<file path="src/rtl/treeval_pkg.sv">
// Shared widths, command codes and encoder state for the treeval command interface.
package treeval_pkg;

  localparam int W_ADDR         = 10;
  localparam int MAX_DATA_WIDTH = 10;
  localparam int W_REWARD       = 10;
  localparam int W_ACTION       = 3;
  localparam int W_CMD_TYPE     = 2;
  localparam int W_CMD          = 64;

  localparam logic [W_CMD_TYPE-1:0] CMD_RUN        = 2'd0;
  localparam logic [W_CMD_TYPE-1:0] CMD_SET_NODE   = 2'd1;
  localparam logic [W_CMD_TYPE-1:0] CMD_SET_CONFIG = 2'd2;
  localparam logic [W_CMD_TYPE-1:0] CMD_ILLEGAL    = 2'd3;

  localparam logic [1:0] FIELD_PAR    = 2'd0;
  localparam logic [1:0] FIELD_ACT    = 2'd1;
  localparam logic [1:0] FIELD_REW    = 2'd2;
  localparam logic [1:0] FIELD_WEIGHT = 2'd3;

  localparam logic [1:0] CONF_NODES = 2'd0;

  typedef enum logic [1:0] {
    ENC_IDLE = 2'd0,
    ENC_WAIT = 2'd1,
    ENC_DONE = 2'd2
  } enc_state_e;

endpackage

</file>
<file path="src/rtl/treeval_cmd_fifo.sv">
// DEPTH x WIDTH synchronous FIFO; the head word is read straight from storage.
module treeval_cmd_fifo #(
  parameter int DEPTH = 4,
  parameter int WIDTH = 64
) (
  input  logic                   clk_i,
  input  logic                   rst_ni,
  input  logic                   push_i,
  input  logic [WIDTH-1:0]       din_i,
  input  logic                   pop_i,
  output logic [WIDTH-1:0]       dout_o,
  output logic                   full_o,
  output logic                   empty_o,
  output logic [$clog2(DEPTH):0] count_o
);

  localparam int AW = $clog2(DEPTH);
  localparam logic [AW:0] FULL_CNT = (AW+1)'(DEPTH);

  logic [WIDTH-1:0] mem_q [DEPTH];
  logic [AW-1:0]    wr_ptr_q, wr_ptr_d;
  logic [AW-1:0]    rd_ptr_q, rd_ptr_d;
  logic [AW:0]      count_q, count_d;
  logic             push_ok, pop_ok;

  assign full_o  = (count_q == FULL_CNT);
  assign empty_o = (count_q == '0);
  assign count_o = count_q;
  assign dout_o  = mem_q[rd_ptr_q];

  // A full FIFO refuses a push even when a pop happens in the same cycle.
  assign push_ok = push_i && !full_o;
  assign pop_ok  = pop_i && !empty_o;

  always_comb begin
    wr_ptr_d = wr_ptr_q;
    rd_ptr_d = rd_ptr_q;
    count_d  = count_q;
    if (push_ok) wr_ptr_d = wr_ptr_q + AW'(1);
    if (pop_ok)  rd_ptr_d = rd_ptr_q + AW'(1);
    case ({push_ok, pop_ok})
      2'b10:   count_d = count_q + (AW+1)'(1);
      2'b01:   count_d = count_q - (AW+1)'(1);
      default: count_d = count_q;
    endcase
  end

  always_ff @(posedge clk_i or negedge rst_ni) begin
    if (!rst_ni) begin
      wr_ptr_q <= '0;
      rd_ptr_q <= '0;
      count_q  <= '0;
    end else begin
      wr_ptr_q <= wr_ptr_d;
      rd_ptr_q <= rd_ptr_d;
      count_q  <= count_d;
    end
  end

  always_ff @(posedge clk_i) begin
    if (push_ok) mem_q[wr_ptr_q] <= din_i;
  end

endmodule

</file>
<file path="src/rtl/treeval_cmd_encoder.sv">
// Packs host load requests into 64-bit treeval commands, streams them out and
// collects the controller result after RUN, guarded by a watchdog.
module treeval_cmd_encoder #(
  parameter int DEPTH          = 4,
  parameter int TIMEOUT        = 1023,
  parameter int W_ADDR         = treeval_pkg::W_ADDR,
  parameter int MAX_DATA_WIDTH = treeval_pkg::MAX_DATA_WIDTH,
  parameter int W_REWARD       = treeval_pkg::W_REWARD,
  parameter int W_ACTION       = treeval_pkg::W_ACTION
) (
  input  logic                       clk,
  input  logic                       rst,
  input  logic                       req_valid,
  output logic                       req_ready,
  input  logic [1:0]                 req_type,
  input  logic [W_ADDR-1:0]          req_addr,
  input  logic [1:0]                 req_field,
  input  logic [MAX_DATA_WIDTH-1:0]  req_data,
  output logic                       cmd_valid,
  input  logic                       cmd_ready,
  output logic [63:0]                cmd,
  input  logic                       res_valid,
  input  logic signed [W_REWARD-1:0] res_exp,
  input  logic [W_ACTION-1:0]        res_act,
  output logic signed [W_REWARD-1:0] exp,
  output logic [W_ACTION-1:0]        act,
  output logic                       done,
  output logic                       timeout,
  output logic                       busy
);

  import treeval_pkg::*;

  localparam int TW = $clog2(TIMEOUT + 1);
  localparam logic [TW-1:0] T_LAST = TW'(TIMEOUT - 1);
  localparam logic [TW-1:0] T_SAT  = TW'(TIMEOUT);

  enc_state_e                 state_q, state_d;
  logic [TW-1:0]              timer_q, timer_d;
  logic signed [W_REWARD-1:0] exp_q, exp_d;
  logic [W_ACTION-1:0]        act_q, act_d;
  logic                       timeout_q, timeout_d;

  logic                       fifo_push, fifo_pop;
  logic                       fifo_full, fifo_empty;
  logic [$clog2(DEPTH):0]     fifo_count;
  logic [63:0]                fifo_head;
  logic [63:0]                packed_word;

  function automatic logic [63:0] pack_cmd(input logic [1:0]                type_i,
                                           input logic [W_ADDR-1:0]         addr_i,
                                           input logic [1:0]                field_i,
                                           input logic [MAX_DATA_WIDTH-1:0] data_i);
    logic [63:0] w;
    w = '0;
    case (type_i)
      CMD_SET_NODE: begin
        w[63:62]                = CMD_SET_NODE;
        w[61:52]                = 10'(addr_i);
        w[51:50]                = field_i;
        w[MAX_DATA_WIDTH-1:0]   = data_i;
      end
      CMD_SET_CONFIG: begin
        w[63:62]                = CMD_SET_CONFIG;
        w[61:60]                = CONF_NODES;
        w[MAX_DATA_WIDTH-1:0]   = data_i;
      end
      default: w = '0;
    endcase
    return w;
  endfunction

  assign packed_word = pack_cmd(req_type, req_addr, req_field, req_data);

  // Illegal requests complete the handshake but never reach the FIFO.
  assign req_ready = !fifo_full;
  assign fifo_push = req_valid && req_ready && (req_type != CMD_ILLEGAL);

  assign cmd_valid = (state_q == ENC_IDLE) && !fifo_empty;
  assign fifo_pop  = cmd_valid && cmd_ready;
  assign cmd       = (fifo_count != '0) ? fifo_head : '0;

  treeval_cmd_fifo #(
    .DEPTH (DEPTH),
    .WIDTH (64)
  ) u_fifo (
    .clk_i   (clk),
    .rst_ni  (rst),
    .push_i  (fifo_push),
    .din_i   (packed_word),
    .pop_i   (fifo_pop),
    .dout_o  (fifo_head),
    .full_o  (fifo_full),
    .empty_o (fifo_empty),
    .count_o (fifo_count)
  );

  always_comb begin
    state_d   = state_q;
    timer_d   = timer_q;
    exp_d     = exp_q;
    act_d     = act_q;
    timeout_d = 1'b0;
    case (state_q)
      ENC_IDLE: begin
        if (fifo_pop && (fifo_head[63:62] == CMD_RUN)) begin
          state_d = ENC_WAIT;
          timer_d = '0;
        end
      end
      ENC_WAIT: begin
        // A result arriving on the expiry cycle still counts as a result.
        if (res_valid) begin
          exp_d   = res_exp;
          act_d   = res_act;
          state_d = ENC_DONE;
        end else if (timer_q == T_LAST) begin
          timeout_d = 1'b1;
          state_d   = ENC_IDLE;
        end else if (timer_q != T_SAT) begin
          timer_d = timer_q + TW'(1);
        end
      end
      ENC_DONE: state_d = ENC_IDLE;
      default:  state_d = ENC_IDLE;
    endcase
  end

  always_ff @(posedge clk or negedge rst) begin
    if (!rst) begin
      state_q   <= ENC_IDLE;
      timer_q   <= '0;
      exp_q     <= '0;
      act_q     <= '0;
      timeout_q <= 1'b0;
    end else begin
      state_q   <= state_d;
      timer_q   <= timer_d;
      exp_q     <= exp_d;
      act_q     <= act_d;
      timeout_q <= timeout_d;
    end
  end

  assign exp     = exp_q;
  assign act     = act_q;
  assign done    = (state_q == ENC_DONE);
  assign timeout = timeout_q;
  assign busy    = (state_q == ENC_WAIT) || (state_q == ENC_DONE);

endmodule

</file>
<file path="config.mk">
export PLATFORM = sky130hd
export DESIGN_NAME = treeval_cmd_encoder
export DESIGN_NICKNAME = d
export VERILOG_FILES = /design/src/rtl/treeval_pkg.sv /design/src/rtl/treeval_cmd_fifo.sv /design/src/rtl/treeval_cmd_encoder.sv
export SDC_FILE = /design/constraint.sdc
export NUM_CORES = 1
export LEC_CHECK = 0
export ABC_AREA = 1
export CORE_ASPECT_RATIO = 0.8
export CORE_UTILIZATION = 44
export CTS_BUF_LIST = sky130_fd_sc_hd__clkbuf_2
export CTS_CLUSTER_SIZE = 30
export DETAILED_ROUTE_END_ITERATION = 10
export GPL_TIMING_DRIVEN = 0
export MAX_ROUTING_LAYER = met4
export PLACE_DENSITY_LB_ADDON = 0.08
export SYNTH_ARGS = -nofsm -noshare
export SYNTH_HDL_FRONTEND = slang
export SYNTH_HIERARCHICAL = 1
export SYNTH_SLANG_ARGS = --single-unit
</file>
<file path="constraint.sdc">
create_clock -name clk -period 7.66 [get_ports clk]
set_input_delay 1.532 -clock clk [delete_from_list [all_inputs] [get_ports clk]]
set_output_delay 1.532 -clock clk [all_outputs]
set_load 0.05 [all_outputs]
</file>
==> results of run 1 <==
-- sequential cells by signal, summed over array words and instances (netlist names), 2 cells and up --
register         flops
u_fifo/mem_q       256
exp                 10
timer_q             10
act                  3
u_fifo/count_o       3
state_q              2
u_fifo/rd_ptr_q      2
u_fifo/wr_ptr_q      2
-- path summary, 6_finish.rpt --
path                              startpoint  slack (ps)             endpoint  depth (start not counted)
min in group asynchronous                rst         770           timer_q[9]                          1
setup reg to reg           u_fifo/count_o[0]        4810  u_fifo/mem_q[2][36]                         10
hold / removal                        exp[9]         480               exp[9]                          2
hold reg to reg                       exp[9]         480               exp[9]                          2
setup / recovery           u_fifo/count_o[1]        2950              cmd[58]                          4
max in group asynchronous                rst        6330               exp[5]                          1
-- cell usage in the layout, fill, tap and decap left out, types with 2 or more instances in the layout --
master and n:
o211ai_1 129, edfxtp_1 256, clkbuf_2 113, nor2_1 84, o21ai_0 3, a21oi_1 2
clkinv_2 5, nand2_1 296, nand4_1 4, dfrtp_1 33, ha_1 15, buf_16 3
inv_2 4, buf_2 18, buf_4 3, nand3_1 21, nor3_1 2, o21ai_2 9
o21bai_1 2, conb_1 160, or2_2 4, buf_6 25, buf_12 5, inv_1 245
clkdlybuf4s50_1 122, nor2_4 6, clkinv_1 10, clkbuf_1 9, bufinv_16 2
-- critical path: stages, from the launching register on --
cell and delay (ps):
dfrtp_1 430, nor3_2 770, buf_2 400, nor2_1 90, clkdlybuf4s50_1 710
-- per-stage QoR --
stage	hold WS, ps	cell area (sq um)	TNS [ps]	worst slack (ps)	util (%)
after floorplan	467	13400	0	2450	-
after global placement	463	15100	-49520	-247	53.1
after detailed placement	468	15300	0	3400	53.8
after CTS	492	16000	0	2830	56.3
after global routing	522	16000	0	2740	56.3
final	485	16000	0	2950	56.3
-- cell type report --
class                      instances  area share (%)
clock inverter                    19           0.835
inverter                         248            5.80
sequential                       289            53.1
buffer                            55            2.72
multi-input combinational        742            22.4
timing repair buffer             131            8.78
clock buffer                     113            3.53
antenna                            1          0.0156
tap                              370            2.89
-- metal layers --
layer,up-vias,global-route usage (%),wire length [um]
met2,218,28.8,12400
met5,-,-,0
met3,47,4.47,1530
met1,4061,27.2,13400
li1,4466,-,-
met4,0,6.44,454
-- power breakdown --
| group | internal (uW) | switching, uW | leakage, uW |
|---|---|---|---|
| Combinational | 1150 | 2460 | 0.00397 |
| Sequential | 2000 | 90.5 | 0.00277 |
| Clock | 458 | 623 | 0.000537 |
| Total | 3610 | 3180 | 0.00728 |
-- logic make-up after synthesis --
family | Yosys count | synth area share [%]
AOI/OAI and AO/OA | 145 | 8.47
xor gates and xnor gates | 1 | 0.0682
adders and majority gates | 16 | 1.62
buffers and inverters | 303 | 10.6
DFF | 289 | 66.3
other | 1 | 0.0292
and+or+nand+nor | 420 | 12.9
==> flow_summary.json, run 1 <==
{
  "syn_inst": 1175,
  "rsz0062_at_grt": "false",
  "max_clock_freq_mhz": 212,
  "track_usage_pct": 19.7,
  "dp_hpwl_mm": 18.0,
  "routabilityCongestion": 0.815,
  "hold_class": "flip-flop to flip-flop",
  "drt-initial-drc-count": 529,
  "chipWidth_um": 193,
  "io_pins": 124,
  "cts_max_level": 3,
  "area_delta_synth_final_pct": 24.9,
  "cts_setup_buffers": 0,
  "die-area_sq_um": 29900,
  "clockBufferDepth": 3,
  "seq_area_frac_synth_pct": 66.3,
  "ys.flop_type": "edfxtp_1",
  "critical_path_class": "flip-flop to output pin",
  "power_leakage_uw": 0.00728,
  "synth_edf_count": 256,
  "drtPass1Iterations": 8,
  "setup_viol": 0,
  "ys_types": 28,
  "grt_overflow": 0,
  "synthTopCellsByCount": "nand2_1 (296), edfxtp_1 (256), inv_1 (245), o211ai_1 (129), nor2_1 (88)",
  "required_ps": 6130,
  "finalCritPeriodShare_pct": 61.5,
  "critPathMaxFanout": 10,
  "drive_above_1_share_pct": 12.6,
  "finClkSkew_ps": 58.6,
  "synth_area_leader_cell": "edfxtp_1",
  "drc_errors": 6,
  "core-area_sq_um": 28500,
  "grt_pass1_wl_mm": 43.4,
  "peakVddDrop_mv": 0.316,
  "cts_sinks": 289,
  "postSynthAreaPerCell_sq_um": 10.9,
  "clockRootBuffer": "clkbuf_2",
  "outcome": "finished, violations left",
  "multi_input_area_sq_um": 3590,
  "post-synth-top-count-cell": "nand2_1",
  "row_count": 55,
  "vias_per_cell": 4.47,
  "maxSlewViolCount": 0,
  "dp.cells": 1835,
  "netlist_area_sq_um": 12800,
  "period_needed_ps": 4710,
  "ctsHoldBuffers": 0,
  "via_count": 8792,
  "power_uw": 6790,
  "worstSetupEndpointType": "output pin",
  "port_buffers": 123,
  "yosysTopAreaCellShare_pct": 59.9,
  "cts_tree": "yes",
  "yosysWarnings": 6,
  "antenna_left": 0,
  "fin_nets": 1599,
  "synthArstFlopShare_pct": 11.4,
  "first_global_vias": 8520,
  "clk_latency_ps": 830,
  "relSlewSlack_pct": 38.1,
  "antenna_found_initial": 1,
  "final_cells": 1968,
  "drt_wl_total_mm": 27.8,
  "cts.repair.resized": 0,
  "synth.area.top_cells": "edfxtp_1 (60%), nand2_1 (8.7%), o211ai_1 (7.5%)",
  "ff_latch_area_sq_um": 8510,
  "hold_viol": 0,
  "start_kind": "flip-flop",
  "synth_seq_cells": 289,
  "power.density_nw_per_um2": 423,
  "worstMarginPinSlew_ps": 924,
  "wl_per_cell_um": 14.1,
  "fillers": 2621,
  "die_h_um": 155,
  "start_util_pct": 45.1,
  "cts_buffers": 74,
  "cts.reportedPaths.clkPinSlew_ps": 100,
  "critPathArrivalTime_ps": 3180,
  "grt_max_degree": 34,
  "maxCapViolCount": 0,
  "violations": "design-rule violations"
}
Power figures use the tool's default switching activity.
==> inputs of run 2 (changes only) <==
==> constraint.sdc (replaced) <==
create_clock -name clk -period 4.2 [get_ports clk]
set_input_delay 0.84 -clock clk [delete_from_list [all_inputs] [get_ports clk]]
set_output_delay 0.84 -clock clk [all_outputs]
set_load 0.05 [all_outputs]
==> flow_summary.json, run 2 (synthesized netlist as in run 1, its figures left out) <==
{
  "outcome": "finished, violations left",
  "violations": "design-rule violations",
  "grt_overflow": 0,
  "hold_class": "input pin to async pin",
  "core-area_sq_um": 28500,
  "setup_viol": 0,
  "maxCapViolCount": 0,
  "dp_hpwl_mm": 18.0,
  "track_usage_pct": 19.7,
  "wl_per_cell_um": 14.1,
  "slowest_stage": "clkdlybuf4s50_1",
  "grt_max_degree": 34,
  "drive_above_1_share_pct": 12.6,
  "combPwrFrac_pct": 53.2,
  "finalCritPeriodShare_pct": 94.6,
  "holdWs_ps": 79.0,
  "power.density_nw_per_um2": 772,
  "maxSlewViolCount": 0,
  "clockBufferDepth": 3,
  "fin_util_pct": 56.3,
  "cts_buffers": 74,
  "cts_max_level": 3,
  "crit_family": "buffers and inverters",
  "cts.repair.resized": 0,
  "largest_register_ffs": 256,
  "p_sw_uw": 5800,
  "die_h_um": 155,
  "cts_setup_buffers": 0,
  "slowest_delay_ps": 800,
  "required_ps": 3360,
  "pwr-share-seq_pct": 30.9,
  "cp_common_cell": "buf_2",
  "worstSetupEndpointType": "output pin",
  "ctsHoldBuffers": 0,
  "drtPass1Iterations": 8,
  "rsz0062_at_grt": "false",
  "hold_viol": 0,
  "clockRootBuffer": "clkbuf_2",
  "vias_per_cell": 4.46,
  "swShare_pct": 46.8,
  "drt-initial-drc-count": 508,
  "die-area_sq_um": 29900,
  "final_common_cell": "nand2_1",
  "peakVddDrop_mv": 0.576,
  "clk_latency_ps": 840,
  "layout_common_cells": "nand2_1 (296), edfxtp_1 (256), inv_1 (245), conb_1 (160), o211ai_1 (129)",
  "fillers": 2619,
  "routabilityCongestion": 0.815,
  "port_buffers": 123,
  "cts_tree": "yes",
  "path_buf_inv": 5,
  "drc_errors": 7,
  "p_clk_share_pct": 15.9,
  "critPathMaxFanout": 10,
  "reg2reg_to": "u_fifo/mem_q[2][36]",
  "cts_sinks": 289,
  "period_needed_ps": 3970,
  "start_kind": "flip-flop",
  "finClkSkew_ps": 57.5,
  "top_register": "u_fifo/mem_q",
  "power_uw": 12400,
  "power_leakage_uw": 0.00728,
  "first_global_vias": 8520,
  "antenna_found_initial": 1,
  "drt_wl_total_mm": 27.7,
  "grt_pass1_wl_mm": 43.4,
  "area_delta_synth_final_pct": 25.0,
  "reg2reg_from": "u_fifo/count_o[0]",
  "critPathArrivalTime_ps": 3130,
  "reg2reg_depth": 10,
  "worstMarginPinSlew_ps": 899,
  "via_count": 8774,
  "relSlewSlack_pct": 39.9,
  "rrSetupSlack_ps": 1310,
  "start_util_pct": 45.1,
  "row_count": 55,
  "io_pins": 124,
  "crit_chain": "inv_2 -> buf_2 -> buf_2 -> o211ai_1 -> nand2_1 -> inv_1 -> nor2_1 -> clkdlybuf4s50_1",
  "max_clock_freq_mhz": 252,
  "cts.reportedPaths.clkPinSlew_ps": 110,
  "fin_nets": 1599,
  "intPower_uw": 6590,
  "antenna_left": 0,
  "critical_path_class": "flip-flop to output pin",
  "chipWidth_um": 193
}
-- run 2: cell count changes in the layout (fill, tap and decap cells not counted) --
cell / delta
nor3_2: -1
nor3_4: +1
-- run 2: layout make-up --
| cell class | count | area (sq um) | area share [%] |
|---|---|---|---|
| clock buffers | 113 | 566 | 3.52 |
| multi-input cells | 742 | 3590 | 22.4 |
| plain buffers | 55 | 437 | 2.72 |
| repair buffers | 131 | 1410 | 8.78 |
| inverters | 248 | 931 | 5.80 |
| well taps | 370 | 463 | 2.88 |
| clock inverters | 19 | 134 | 0.834 |
| diodes | 1 | 2.50 | 0.0156 |
| flip-flops and latches | 289 | 8510 | 53.0 |
-- run 2: metrics by stage --
step	TNS (ps)	cells	instance area, sq um	setup WS, ps
after floorplan	-86190	1334	13400	-337
after global placement	-758130	1827	15100	-3020
after detailed placement	0	1835	15300	630
after CTS	0	1967	16000	62.5
after global routing	0	1968	16000	7.76
final	0	1968	16000	228
-- run 2: worst max path at each step --
stage / start / endpoint / slack (ps) / cells past startpoint
5_1_grt: u_fifo/rd_ptr_q[1] / cmd[42] / 8 / 8
2_1_floorplan: u_fifo/count_o[0] / u_fifo/mem_q[0][0] / -340 / 8
6_report: u_fifo/rd_ptr_q[1] / cmd[21] / 230 / 8
3_5_place_dp: req_type[0] / u_fifo/mem_q[2][38] / 630 / 7
4_1_cts: u_fifo/count_o[1] / cmd[58] / 60 / 4
3_3_place_gp: req_type[0] / u_fifo/mem_q[3][38] / -3020 / 5
-- run 2: layer usage --
layer / track usage [%] / up-vias / part of all wire, %
met5: - / - / 0
met4: 6.44 / 0 / 1.7
met3: 4.47 / 49 / 5.6
met2: 28.8 / 225 / 45
met1: 27.2 / 4036 / 48
li1: - / 4464 / -
-- run 2: power by group through the flow --
stage               clock, uW  combinational, uW  sequential (uW)
global route             2180               7140             3870
detailed placement          0               6650             3880
CTS                      2050               6680             3820
floorplan                   0               4330             4100
finish                   1970               6590             3830
global placement            0               6500             3950
==> inputs of run 3 (changes only) <==
--- a/config.mk
+++ b/config.mk
@@ -14,6 +14,7 @@
 export GPL_TIMING_DRIVEN = 0
 export MAX_ROUTING_LAYER = met4
 export PLACE_DENSITY_LB_ADDON = 0.08
+export SETUP_SLACK_MARGIN = 0.4
 export SYNTH_ARGS = -nofsm -noshare
 export SYNTH_HDL_FRONTEND = slang
 export SYNTH_HIERARCHICAL = 1
==> flow_summary.json, run 3 (synthesized netlist as in run 1, its figures left out) <==
{
  "start_kind": "flip-flop",
  "clockRootBuffer": "clkbuf_2",
  "fillers": 2652,
  "grt_overflow": 0,
  "critPathArrivalTime_ps": 2940,
  "crit_chain": "inv_2 -> buf_6 -> buf_6 -> o211ai_1 -> nand2_1 -> inv_1 -> nor2_1 -> clkdlybuf4s50_1",
  "worst_slack_ps": 420,
  "worstMarginPinSlew_ps": 891,
  "drt_wl_total_mm": 27.8,
  "vias_per_cell": 4.45,
  "period_needed_ps": 3780,
  "cts.reportedPaths.clkPinSlew_ps": 110,
  "grt_max_degree": 34,
  "finClkSkew_ps": 68.1,
  "drtPass1Iterations": 8,
  "hold_viol": 0,
  "wl_per_cell_um": 14.1,
  "grt_pass1_wl_mm": 43.5,
  "holdWs_ps": 83.9,
  "routabilityCongestion": 0.815,
  "reg2reg_depth": 10,
  "cts_max_level": 3,
  "cts_buffers": 74,
  "clockBufferDepth": 3,
  "cts_setup_buffers": 0,
  "port_buffers": 123,
  "power.density_nw_per_um2": 756,
  "via_count": 8756,
  "setup_viol": 0,
  "slowest_stage": "clkdlybuf4s50_1",
  "maxCapViolCount": 0,
  "chipWidth_um": 193,
  "die_h_um": 155,
  "maxSlewViolCount": 0,
  "antenna_left": 0,
  "max_clock_freq_mhz": 265,
  "largest_register_ffs": 256,
  "io_pins": 124,
  "area_delta_synth_final_pct": 24.2,
  "finalCritPeriodShare_pct": 90.0,
  "drc_errors": 7,
  "multi_input_area_sq_um": 3590,
  "violations": "design-rule violations",
  "antenna_found_initial": 1,
  "cts_sinks": 289,
  "drive_above_1_share_pct": 13.5,
  "rsz0062_at_grt": "true",
  "relSlewSlack_pct": 40.4,
  "rrSetupSlack_ps": 1300,
  "drt-initial-drc-count": 509,
  "outcome": "finished, violations left",
  "worstSetupEndpointType": "output pin",
  "hold_class": "input pin to async pin",
  "track_usage_pct": 19.7,
  "place_ws_ps": 630,
  "layout_common_cells": "nand2_1 (296), edfxtp_1 (256), inv_1 (245), conb_1 (160), o211ai_1 (129)",
  "cp_common_cell": "buf_6",
  "row_count": 55,
  "peakVddDrop_mv": 0.529,
  "cts_tree": "yes",
  "power_leakage_uw": 0.00742,
  "ff_latch_area_sq_um": 8510,
  "fin_nets": 1599,
  "final_common_cell": "nand2_1",
  "clk_latency_ps": 840,
  "top_register": "u_fifo/mem_q",
  "dp_hpwl_mm": 18.0,
  "critPathMaxFanout": 10,
  "critical_path_class": "flip-flop to output pin",
  "start_util_pct": 45.1,
  "required_ps": 3360,
  "slowest_delay_ps": 810,
  "core-area_sq_um": 28500,
  "die-area_sq_um": 29900,
  "first_global_vias": 8523
}
==> run 3: cell types whose count changed in the layout (fill, tap and decap cells not counted), sizes merged <==
cell,before,now
clkbuf,123,135
dlygate4sd2,0,39
clkdlybuf4s50,122,59
clkdlybuf4s15,0,9
dlymetal6s2s,0,3
==> run 3: cell type report <==
| cell class | count | area share [%] |
|---|---|---|
| antenna | 1 | 0.0157 |
| timing repair buffer | 131 | 8.20 |
| buffer | 55 | 2.76 |
| clock buffer | 113 | 3.55 |
| sequential | 289 | 53.4 |
| clock inverter | 19 | 0.839 |
| multi-input combinational | 742 | 22.5 |
| inverter | 248 | 5.84 |
| tap | 370 | 2.90 |
==> run 3: stage by stage <==
| stage | util (%) | TNS, ps | std cells | instance area (sq um) | total power [uW] |
|---|---|---|---|---|---|
| floorplan | - | -86190 | 1334 | 13400 | 8420 |
| global placement | 53.1 | -758130 | 1827 | 15100 | 10400 |
| detailed placement | 53.8 | 0 | 1835 | 15300 | 10500 |
| CTS | 56.1 | 0 | 1967 | 16000 | 12200 |
| global route | 56.0 | 0 | 1968 | 16000 | 12900 |
| finish | 56.0 | 0 | 1968 | 16000 | 12100 |
==> run 3: layer usage <==
metal	global-route usage, %	share of wire, %	up-vias
met3	4.47	5.3	51
met4	6.44	1.8	0
li1	-	-	4462
met2	29.0	44	211
met1	27.1	48	4032
met5	-	0	-
==> run 3: power breakdown <==
group          switching [uW]  internal [uW]  leakage (uW)
clock network            1140            836      0.000537
logic                    4480           1770       0.00411
registers                 170           3660       0.00277
total                    5790           6270       0.00742
==> run 3: worst paths after layout <==
path | from | end
setup / recovery | u_fifo/rd_ptr_q[0] | cmd[12]
hold / removal | rst | timer_q[9]
setup reg to reg | u_fifo/count_o[0] | u_fifo/mem_q[2][36]
hold reg to reg | exp[9] | exp[9]
max in group asynchronous | rst | exp[5]
min in group clk | exp[9] | exp[9]
==> run 3: timing repair <==
item / 4_1_cts / 5_1_grt
gates cloned: 0 / 0
hold buffers: 0 / 0
gates resized for setup: 62 / 40
endpoints found under the hold margin: 0 / 0
endpoints found under the setup margin: 64 / 26
==> run 3: worst max-delay path, delay by kind of cell, from the launching register on <==
family | cells | cell delay (ps)
compound gates | 1 | 110
simple gates | 2 | 190
flops | 1 | 420
buf+inv | 5 | 1430
